==> src/rtl/counter_stim_driver_if.sv <==
// Command/status bundle between a host (master) and counter_stim_driver (slave).
interface counter_stim_driver_if #(
   parameter int WIDTH    = 8,
   parameter int HP_WIDTH = 8
) ();
   logic                cmd_valid;
   logic                cmd_ready;
   logic [1:0]          cmd_op;
   logic [WIDTH-1:0]    cmd_data;
   logic [HP_WIDTH-1:0] half_period;
   logic                abort;
   logic                busy;
   logic                done;

   modport master (
      output cmd_valid, cmd_op, cmd_data, half_period, abort,
      input  cmd_ready, busy, done
   );

   modport slave (
      input  cmd_valid, cmd_op, cmd_data, half_period, abort,
      output cmd_ready, busy, done
   );
endinterface

==> src/rtl/counter_stim_driver.sv <==
// Turns LOAD / COUNT_UP / COUNT_DOWN / SET_ENABLE commands into slow strobes on the counter pins.
// Define COUNTER_STIM_SHADOW_EN to add shadow_cnt, the value the counter is expected to hold.
module counter_stim_driver #(
   parameter int WIDTH    = 8,
   parameter int HP_WIDTH = 8,
   parameter int MIN_HP   = 3
) (
   input  logic                 clk,
   input  logic                 rst_n,
   counter_stim_driver_if.slave cmd_if,
   output logic                 enable_o,
   output logic                 clk_in_o,
   output logic                 load_o,
   output logic                 up_down_o,
   output logic [WIDTH-1:0]     data_o
`ifdef COUNTER_STIM_SHADOW_EN
   ,
   output logic [WIDTH-1:0]     shadow_cnt
`endif
);

   localparam logic [2:0] ST_IDLE  = 3'd0;
   localparam logic [2:0] ST_SETUP = 3'd1;
   localparam logic [2:0] ST_HIGH  = 3'd2;
   localparam logic [2:0] ST_LOW   = 3'd3;
   localparam logic [2:0] ST_DONE  = 3'd4;

   localparam logic [1:0] OP_LOAD = 2'b00;
   localparam logic [1:0] OP_UP   = 2'b01;
   localparam logic [1:0] OP_DOWN = 2'b10;
   localparam logic [1:0] OP_EN   = 2'b11;

   localparam logic [WIDTH-1:0]    ZERO_W  = {WIDTH{1'b0}};
   localparam logic [WIDTH-1:0]    ONE_W   = {{(WIDTH-1){1'b0}}, 1'b1};
   localparam logic [HP_WIDTH-1:0] HP_ZERO = {HP_WIDTH{1'b0}};
   localparam logic [HP_WIDTH-1:0] HP_ONE  = {{(HP_WIDTH-1){1'b0}}, 1'b1};
   localparam logic [HP_WIDTH-1:0] HP_MIN  = HP_WIDTH'(MIN_HP);

   // Short strobes would slip past the counter's 3-stage synchronizers, so clamp upwards.
   function automatic logic [HP_WIDTH-1:0] clamp_hp(input logic [HP_WIDTH-1:0] req);
      if (req < HP_MIN) begin
         return HP_MIN;
      end else begin
         return req;
      end
   endfunction

   logic [2:0]          state_q, state_d;
   logic [1:0]          op_q, op_d;
   logic [HP_WIDTH-1:0] hp_q, hp_d;
   logic [HP_WIDTH-1:0] timer_q, timer_d;
   logic [WIDTH-1:0]    steps_q, steps_d;
   logic [WIDTH-1:0]    data_q, data_d;
   logic                up_down_q, up_down_d;
   logic                enable_q, enable_d;
   logic                load_q, load_d;
   logic                clk_in_q, clk_in_d;
   logic                busy_q, busy_d;
   logic                ready_q, ready_d;
   logic                done_q, done_d;

   logic                accept_s;
   logic                abort_s;
   logic                phase_end_s;
   logic [HP_WIDTH-1:0] hp_req_s;

   assign accept_s    = cmd_if.cmd_valid && ready_q;
   assign abort_s     = cmd_if.abort && (state_q != ST_IDLE);
   assign phase_end_s = (timer_q == HP_ZERO);
   assign hp_req_s    = clamp_hp(cmd_if.half_period);

   // Sequencer next state: command capture, phase timing and step counting.
   always_comb begin
      state_d   = state_q;
      op_d      = op_q;
      hp_d      = hp_q;
      timer_d   = timer_q;
      steps_d   = steps_q;
      data_d    = data_q;
      up_down_d = up_down_q;
      enable_d  = enable_q;
      if (abort_s) begin
         state_d = ST_IDLE;
      end else begin
         case (state_q)
            ST_IDLE: begin
               if (accept_s) begin
                  op_d    = cmd_if.cmd_op;
                  hp_d    = hp_req_s;
                  timer_d = hp_req_s - HP_ONE;
                  steps_d = cmd_if.cmd_data;
                  case (cmd_if.cmd_op)
                     OP_LOAD: begin
                        data_d   = cmd_if.cmd_data;
                        enable_d = 1'b1;
                        state_d  = ST_SETUP;
                     end
                     OP_UP, OP_DOWN: begin
                        up_down_d = (cmd_if.cmd_op == OP_UP);
                        enable_d  = 1'b1;
                        if (cmd_if.cmd_data == ZERO_W) begin
                           state_d = ST_DONE;
                        end else begin
                           state_d = ST_SETUP;
                        end
                     end
                     OP_EN: begin
                        enable_d = cmd_if.cmd_data[0];
                        state_d  = ST_DONE;
                     end
                     default: begin
                        state_d = ST_IDLE;
                     end
                  endcase
               end else begin
                  state_d = ST_IDLE;
               end
            end
            ST_SETUP: begin
               if (phase_end_s) begin
                  state_d = ST_HIGH;
                  timer_d = hp_q - HP_ONE;
                  if (op_q != OP_LOAD) begin
                     steps_d = steps_q - ONE_W;
                  end else begin
                     steps_d = steps_q;
                  end
               end else begin
                  timer_d = timer_q - HP_ONE;
               end
            end
            ST_HIGH: begin
               if (phase_end_s) begin
                  state_d = ST_LOW;
                  timer_d = hp_q - HP_ONE;
               end else begin
                  timer_d = timer_q - HP_ONE;
               end
            end
            ST_LOW: begin
               if (phase_end_s) begin
                  // A LOAD is a single strobe; a count repeats until no steps remain.
                  if ((op_q == OP_LOAD) || (steps_q == ZERO_W)) begin
                     state_d = ST_DONE;
                  end else begin
                     state_d = ST_HIGH;
                     timer_d = hp_q - HP_ONE;
                     steps_d = steps_q - ONE_W;
                  end
               end else begin
                  timer_d = timer_q - HP_ONE;
               end
            end
            ST_DONE: begin
               state_d = ST_IDLE;
            end
            default: begin
               state_d = ST_IDLE;
            end
         endcase
      end
   end

   // Output decode from the next state so every pin and status flag leaves a flop.
   always_comb begin
      busy_d   = (state_d != ST_IDLE);
      ready_d  = (state_d == ST_IDLE);
      done_d   = (state_d == ST_DONE);
      load_d   = (state_d == ST_HIGH) && (op_d == OP_LOAD);
      clk_in_d = (state_d == ST_HIGH) && (op_d != OP_LOAD);
   end

   // State, command context and output registers.
   always_ff @(posedge clk or negedge rst_n) begin
      if (!rst_n) begin
         state_q   <= ST_IDLE;
         op_q      <= OP_LOAD;
         hp_q      <= HP_MIN;
         timer_q   <= HP_ZERO;
         steps_q   <= ZERO_W;
         data_q    <= ZERO_W;
         up_down_q <= 1'b0;
         enable_q  <= 1'b0;
         load_q    <= 1'b0;
         clk_in_q  <= 1'b0;
         busy_q    <= 1'b0;
         ready_q   <= 1'b1;
         done_q    <= 1'b0;
      end else begin
         state_q   <= state_d;
         op_q      <= op_d;
         hp_q      <= hp_d;
         timer_q   <= timer_d;
         steps_q   <= steps_d;
         data_q    <= data_d;
         up_down_q <= up_down_d;
         enable_q  <= enable_d;
         load_q    <= load_d;
         clk_in_q  <= clk_in_d;
         busy_q    <= busy_d;
         ready_q   <= ready_d;
         done_q    <= done_d;
      end
   end

   assign cmd_if.cmd_ready = ready_q;
   assign cmd_if.busy      = busy_q;
   assign cmd_if.done      = done_q;
   assign enable_o         = enable_q;
   assign clk_in_o         = clk_in_q;
   assign load_o           = load_q;
   assign up_down_o        = up_down_q;
   assign data_o           = data_q;

`ifdef COUNTER_STIM_SHADOW_EN
   logic             strobe_end_s;
   logic [WIDTH-1:0] shadow_q, shadow_d;

   // A strobe only counts once its falling edge is issued; an abort in HIGH cancels it.
   assign strobe_end_s = (state_q == ST_HIGH) && phase_end_s && !cmd_if.abort;

   // Shadow of the receiving counter, updated on each completed strobe.
   always_comb begin
      if (strobe_end_s) begin
         case (op_q)
            OP_LOAD: shadow_d = data_q;
            OP_UP:   shadow_d = shadow_q + ONE_W;
            OP_DOWN: shadow_d = shadow_q - ONE_W;
            default: shadow_d = shadow_q;
         endcase
      end else begin
         shadow_d = shadow_q;
      end
   end

   // Shadow register.
   always_ff @(posedge clk or negedge rst_n) begin
      if (!rst_n) begin
         shadow_q <= ZERO_W;
      end else begin
         shadow_q <= shadow_d;
      end
   end

   assign shadow_cnt = shadow_q;
`endif

endmodule

==> src/flat_wrapper.sv <==
// flat-port wrapper written by rule: the top's interface ports become plain ports
module counter_stim_driver_flat 
#(
   parameter int WIDTH    = 8,
   parameter int HP_WIDTH = 8,
   parameter int MIN_HP   = 3
)
  (clk, rst_n, enable_o, clk_in_o, load_o, up_down_o, data_o, cmd_if_cmd_valid, cmd_if_cmd_op, cmd_if_cmd_data, cmd_if_half_period, cmd_if_abort, cmd_if_cmd_ready, cmd_if_busy, cmd_if_done);
  counter_stim_driver_if #(.WIDTH(WIDTH), .HP_WIDTH(HP_WIDTH)) cmd_if_i ();
  input  logic clk;
  input  logic rst_n;
  output logic enable_o;
  output logic clk_in_o;
  output logic load_o;
  output logic up_down_o;
  output logic [WIDTH-1:0] data_o;
  input wire logic [$bits(cmd_if_i.cmd_valid)-1:0] cmd_if_cmd_valid;
  input wire logic [$bits(cmd_if_i.cmd_op)-1:0] cmd_if_cmd_op;
  input wire logic [$bits(cmd_if_i.cmd_data)-1:0] cmd_if_cmd_data;
  input wire logic [$bits(cmd_if_i.half_period)-1:0] cmd_if_half_period;
  input wire logic [$bits(cmd_if_i.abort)-1:0] cmd_if_abort;
  output wire logic [$bits(cmd_if_i.cmd_ready)-1:0] cmd_if_cmd_ready;
  output wire logic [$bits(cmd_if_i.busy)-1:0] cmd_if_busy;
  output wire logic [$bits(cmd_if_i.done)-1:0] cmd_if_done;
  assign cmd_if_i.cmd_valid = cmd_if_cmd_valid;
  assign cmd_if_i.cmd_op = cmd_if_cmd_op;
  assign cmd_if_i.cmd_data = cmd_if_cmd_data;
  assign cmd_if_i.half_period = cmd_if_half_period;
  assign cmd_if_i.abort = cmd_if_abort;
  assign cmd_if_cmd_ready = cmd_if_i.cmd_ready;
  assign cmd_if_busy = cmd_if_i.busy;
  assign cmd_if_done = cmd_if_i.done;
  counter_stim_driver #(.WIDTH(WIDTH), .HP_WIDTH(HP_WIDTH), .MIN_HP(MIN_HP)) u_core (.clk(clk), .rst_n(rst_n), .cmd_if(cmd_if_i), .enable_o(enable_o), .clk_in_o(clk_in_o), .load_o(load_o), .up_down_o(up_down_o), .data_o(data_o));
endmodule
==> config.mk <==
export PLATFORM = sky130hd
export DESIGN_NAME = counter_stim_driver_flat
export DESIGN_NICKNAME = d
export VERILOG_FILES = /design/src/rtl/counter_stim_driver_if.sv /design/src/rtl/counter_stim_driver.sv /design/src/flat_wrapper.sv
export SDC_FILE = /design/constraint.sdc
export NUM_CORES = 1
export LEC_CHECK = 0
export ABC_CLOCK_PERIOD_IN_PS = 2050
export CAP_MARGIN = 30
export CORE_MARGIN = 2
export CORE_UTILIZATION = 30
export DETAILED_ROUTE_END_ITERATION = 7
export PLACE_DENSITY_LB_ADDON = 0.2
export SYNTH_ARGS = -nofsm -noshare
export SYNTH_HDL_FRONTEND = slang
export SYNTH_SLANG_ARGS = --single-unit
export TNS_END_PERCENT = 1
==> constraint.sdc <==
create_clock -name clk -period 2.05 [get_ports clk]
set_clock_uncertainty 0.05 [all_clocks]
set_input_delay 0.41 -clock clk [delete_from_list [all_inputs] [get_ports clk]]
set_output_delay 0.41 -clock clk [all_outputs]
set_load 0.03 [all_outputs]
Word-level counts from Yosys, hierarchy flattened --
Cells that the tools add are included.
Storage, ports and cells: flip-flop bits (word level) 44, latch bits 0, bits in writable memories 0, memory bits (read-only) 0, output and inout bits 15, logic and storage cells 85, memories kept 0
Cells by class: add/subtract/negate cells 4, multipliers 0, div/mod/pow operators 0, magnitude comparators 1, eq/ne operators 14, shift operators 0, multiplexer cells 25, bitwise gates (word level) 1, reduce and logical (&&, ||, !) cells 27
Operator list (count):
- two-way mux 8 bit | 10
- one-hot mux 8 bit (3 select lines) | 2
- subtractor 8 x 1 -> 8 bit, second input constant | 4
- logical NOT 8 bit | 3
- two-way mux 3 bit | 7
- one-hot mux 3 bit (4 select lines) | 1
- AND reduction 4 bit | 3
- nonzero test 3 bit | 4
- == test 3 x 2 -> 1 bit, second input constant | 3
- one-hot mux 3 bit (3 select lines) | 1
- less-than comparator 8 x 2 -> 1 bit, second input constant | 1
- inequality test 2 x 1 -> 1 bit, second input constant | 4
- AND reduction 7 bit | 1
- logical NOT 2 bit | 3
- logical NOT 3 bit | 2
- two-way mux 2 bit | 3
- == test 2 bit, second input constant | 2
- logical AND 1 bit | 4
- nonzero test 2 bit | 2
- OR reduction 2 bit | 2
- == test 3 x 1 -> 1 bit, second input constant | 1
- == test 3 bit, second input constant | 1
- inequality test 3 bit, second input constant | 1
- AND reduction 3 bit | 1
- 6 further kinds | 6

Depth between registers and ports, before layout --
depth in word-level cells 8, depth in mapped cells 10, gate-level depth less buffers 8

Least setup slack after synthesis --
No wires, ideal clock.
path kind register to register, start register u_core.state_q[2], end register u_core.timer_q[6], setup time 125 ps, arrival time 1964 ps, data required time 1875 ps, slack -89 ps, stages on the path, launching flop included 8, period minus slack after synthesis 2139 ps, cells stage by stage dfrtp_1 buf_6 o21bai_4 a311o_1 a222oi_1 nand3_1 xor2_1 mux2_2
Between the ends: cells in the longest elaborated chain, start to end 4
RTL lines:
- start: declaration | line counter_stim_driver.sv:48 | logic [2:0] state_q, state_d;
- start signal: assignment | line counter_stim_driver.sv:190 | state_q <= state_d;
- == test 3 x 1 -> 1 bit (tied with other cells) | line counter_stim_driver.sv:85 | case (state_q)
- OR reduction 2 bit (no source line) or logical AND 1 bit (tied branches)
- nonzero test 3 bit (no source line) or inverter 1 bit (tied branches)
- AND reduction 4 bit (no source line)
- end signal: assignment | line counter_stim_driver.sv:193 | timer_q <= timer_d;
- end: declaration | line counter_stim_driver.sv:51 | logic [HP_WIDTH-1:0] timer_q, timer_d;
Parallel ways exist; a longest one is shown, timed or not. A chain may end at the register's enable or synchronous reset.

Final worst setup path --
Same ends and word-level chain as after synthesis.

==> key figures <==
Drt
  • Final Routed Wirelength: 6036 um
  • Routed wire length per instance: 13.66 um
  • Via count: 2113
  • Via density per instance: 4.781
  • DR pass1 iterations: 4
  • Count of antenna-violating nets left after detailed routing: 0
  • Drt first-iter violations: 72
  • Remaining DRCs: 0

Synthesis
  • Synth top cells by count: sky130_fd_sc_hd__dfrtp_1 (41), sky130_fd_sc_hd__nor2_1 (28), sky130_fd_sc_hd__nand2_1 (21), sky130_fd_sc_hd__mux2_2 (15), sky130_fd_sc_hd__o21ai_1 (15)
  • Cell types with the largest area share after synthesis: sky130_fd_sc_hd__dfrtp_1 (43%), sky130_fd_sc_hd__mux2_2 (7.1%), sky130_fd_sc_hd__nor2_1 (4.4%), sky130_fd_sc_hd__dfstp_2 (3.3%), sky130_fd_sc_hd__nand2_1 (3.3%)
  • Synthesis Warnings: 0
  • Synth Register Bits: 44
  • Post-Syn Area per Cell: just under 10 um2
  • Most numerous cell in the Yosys netlist: sky130_fd_sc_hd__dfrtp_1
  • Share of flip-flops with an asynchronous set or reset after synthesis: 100.0%
  • Net count after synthesis: 274
  • Share of the synthesized area in the top cell type: 42.89%
  • Number of distinct standard cells referenced by the synthesized netlist: 46
  • Cell type with the largest total area after synthesis: sky130_fd_sc_hd__dfrtp_1
  • Prevailing post-synth register cell: sky130_fd_sc_hd__dfrtp_1
  • Post-Synthesis Cells: 246
  • Sequential share of the synthesized area: between 40 and 50%
  • Summed instance area of the synthesized netlist: 2392 um2
  • Post-synth EDFFs: 0

Critical path
  • Signal arrival time at the worst endpoint: ~2200 ps
  • Critical Path End Type: register
  • Worst reg2reg setup slack: -10 ps
  • Required time worst endpoint: 2180 ps
  • Critical Path Fanout Max: 6
  • Type of element launching the critical path: register
  • Worst setup path category: register to register

CTS
  • Clock-pin slew on the worst setup and hold paths: 80 ps
  • Worst-Skew Late Latency: 290 ps
  • CTS tree: built
  • Number of buffers created by CTS: 5
  • Max clock buf depth: 2
  • Cts-stage hold buffer count: 0
  • Clock root cell: sky130_fd_sc_hd__clkbuf_8
  • Number of H-tree branching levels: 2
  • Number of sinks on the clock net: 44

Global routing
  • GRT met1 Usage: around a fifth
  • Grt met2 use: 22.06%
  • Met3 usage in global routing: 3.384%
  • Aggregate global routing overflow: 0
  • Most utilized layer in the global route result: met2
  • Via count of the first global-routing pass: 2091
  • Antenna violations before repair: 0
  • GR Util All Layers: around 15%
  • First-pass GRT wire length: 10120 um
  • Maximum number of pins on one net before global-route repair: 45

Placement
  • Port Buf Inserts: 36
  • Dpl hpwl: roughly 4500 um
  • Routability Congestion: 0.8384
  • Dpl ws: -524.5 ps

STA
  • PnR worst setup slack: -14.97 ps
  • Maximum clock frequency: 484.3 MHz
  • Rel. slew slack: approximately 61%
  • Final period util: 100.7%
  • Final setup fails: 1
  • Hold Fails Final Rpt: 0
  • Min Tclk post-route: 2065 ps
  • Count of final max-slew check failures: 0
  • RSZ-0062 raised after global routing: true
  • Worst-Margin Slew: 586.2 ps

Floorplanning
  • Area of the placeable core: ~7700 um2
  • Height of the die: 93.30 um
  • Die W: 93.30 um
  • I/O pins: 37
  • DIE AREA: 8705 um2
  • Number of core rows: 32
  • Effective utilization at floorplan: 30.96%

Cells and area
  • Area of all sequential standard cells: 1109 um2
  • Area used by multi-input combinational logic: around 1300 um2
  • Area Growth Syn to Fin: 43.67%
  • Total Nets Final: 367
  • N_diodes: 0
  • Layout cells sized above 1: approximately a third
  • Number of fillers in the final layout: 761

Power
  • Power per cell area: 1404 nW/um2
  • Leakage power total: 1.506 nW
  • Total power: slightly below 5 mW
  • Max rail drop VDD: 0.0005515 V

Status
  • Status: finished with violations
  • Violated checks: setup timing

Job
  • Total of max-cap violations: 0

Worst hold path
  • Type of the worst min-delay path: input pin to async pin
[critical path, stage by stage, from the launching register on]
cell	delay, ps
sky130_fd_sc_hd__dfrtp_1	380
sky130_fd_sc_hd__o21bai_4	200
sky130_fd_sc_hd__a311o_1	300
sky130_fd_sc_hd__a222oi_1	430
sky130_fd_sc_hd__nand3_1	150
sky130_fd_sc_hd__xor2_1	160
sky130_fd_sc_hd__mux2_2	270
[area by class of cell]
class / count / share of cell area [%]
multi-input combinational: 181 / 36.48
sequential: 44 / 32.25
timing repair buffer: 96 / 23.99
tap: 102 / 3.713
clock buffer: 7 / 2.221
inverter: 11 / 1.201
clock inverter: 1 / 0.1456
[power by group]
part           switching [mW]  internal (mW)  leakage [nW]
Sequential              0.284           1.28         0.531
Combinational            1.35           1.37         0.932
Clock                   0.301          0.240        0.0422
Total                    1.94           2.89          1.51
[path summary, 6_finish.rpt]
check | startpoint | to | cells after the start
setup / recovery | u_core.state_q[2]$_DFF_PN0_ | u_core.timer_q[6]$_DFFE_PN0P_ | 6
setup reg to reg | u_core.state_q[2]$_DFF_PN0_ | u_core.timer_q[6]$_DFFE_PN0P_ | 6
hold / removal | rst_n | u_core.data_o[5]$_DFFE_PN0P_ | 2
hold reg to reg | u_core.data_o[0]$_DFFE_PN0P_ | u_core.data_o[0]$_DFFE_PN0P_ | 2
max in group asynchronous | rst_n | u_core.timer_q[6]$_DFFE_PN0P_ | 2
min in group clk | u_core.data_o[0]$_DFFE_PN0P_ | u_core.data_o[0]$_DFFE_PN0P_ | 2
[metrics by stage]
step                      util (%)  TNS [ps]  hold WS, ps  area, um2  std cells
after floorplan                  -    -494.4        64.41       2392        246
after global placement       42.26     -3732        421.2       3266        432
after detailed placement     42.26     -3905        433.0       3266        432
after CTS                    44.07         0        157.9       3406        442
after global routing         44.48    -638.2        181.3       3437        442
final                        44.48    -14.97        136.4       3437        442
[what timing repair did]
item,CTS,global route
resized for setup,17,10
pin swaps,12,4
setup endpoints to repair,16,19
buffers inserted,2,0
[per-layer routing]
| metal | vias to the layer above | wire (um) |
|---|---|---|
| li1 | 1066 | - |
| met1 | 1004 | 3101 |
| met2 | 35 | 2611 |
| met3 | 8 | 260 |
| met4 | 0 | 63 |
| met5 | - | 0 |
[kinds of logic (layout without fill, tap and decap cells)]
kind of cell / Yosys count / after routing / synth area share (%)
AND/OR/NAND/NOR: 88 / 88 / 19.14
AO/OA/AOI/OAI: 63 / 63 / 16.79
flip-flops: 44 / 44 / 46.18
buffers and inverters: 21 / 115 / 4.132
multiplexers: 19 / 19 / 8.787
adder cells (fa/ha/maj): 6 / 6 / 3.138
XOR/XNOR: 5 / 5 / 1.831
[placed cells by master (no fill, tap or decap), drive strengths merged, types with 5 or more instances in the layout]
master,n
a21oi,14
a22oi,5
buf,61
clkbuf,7
clkdlybuf4s50,31
dfrtp,41
ha,6
inv,11
mux2,16
nand2,21
nand2b,8
nor2,28
nor3,7
nor4b,5
o21ai,24
[sequential cells by signal (all words and copies together) (netlist names)]
name                     flops
u_core.cmd_if.busy           1
u_core.op_q                  2
u_core.cmd_if.cmd_ready      1
u_core.load_o                1
u_core.state_q               3
u_core.clk_in_o              1
u_core.cmd_if.done           1
u_core.data_o                8
u_core.timer_q               8
u_core.hp_q                  8
u_core.up_down_o             1
u_core.enable_o              1
u_core.steps_q               8
Power figures use the tool's default switching activity.
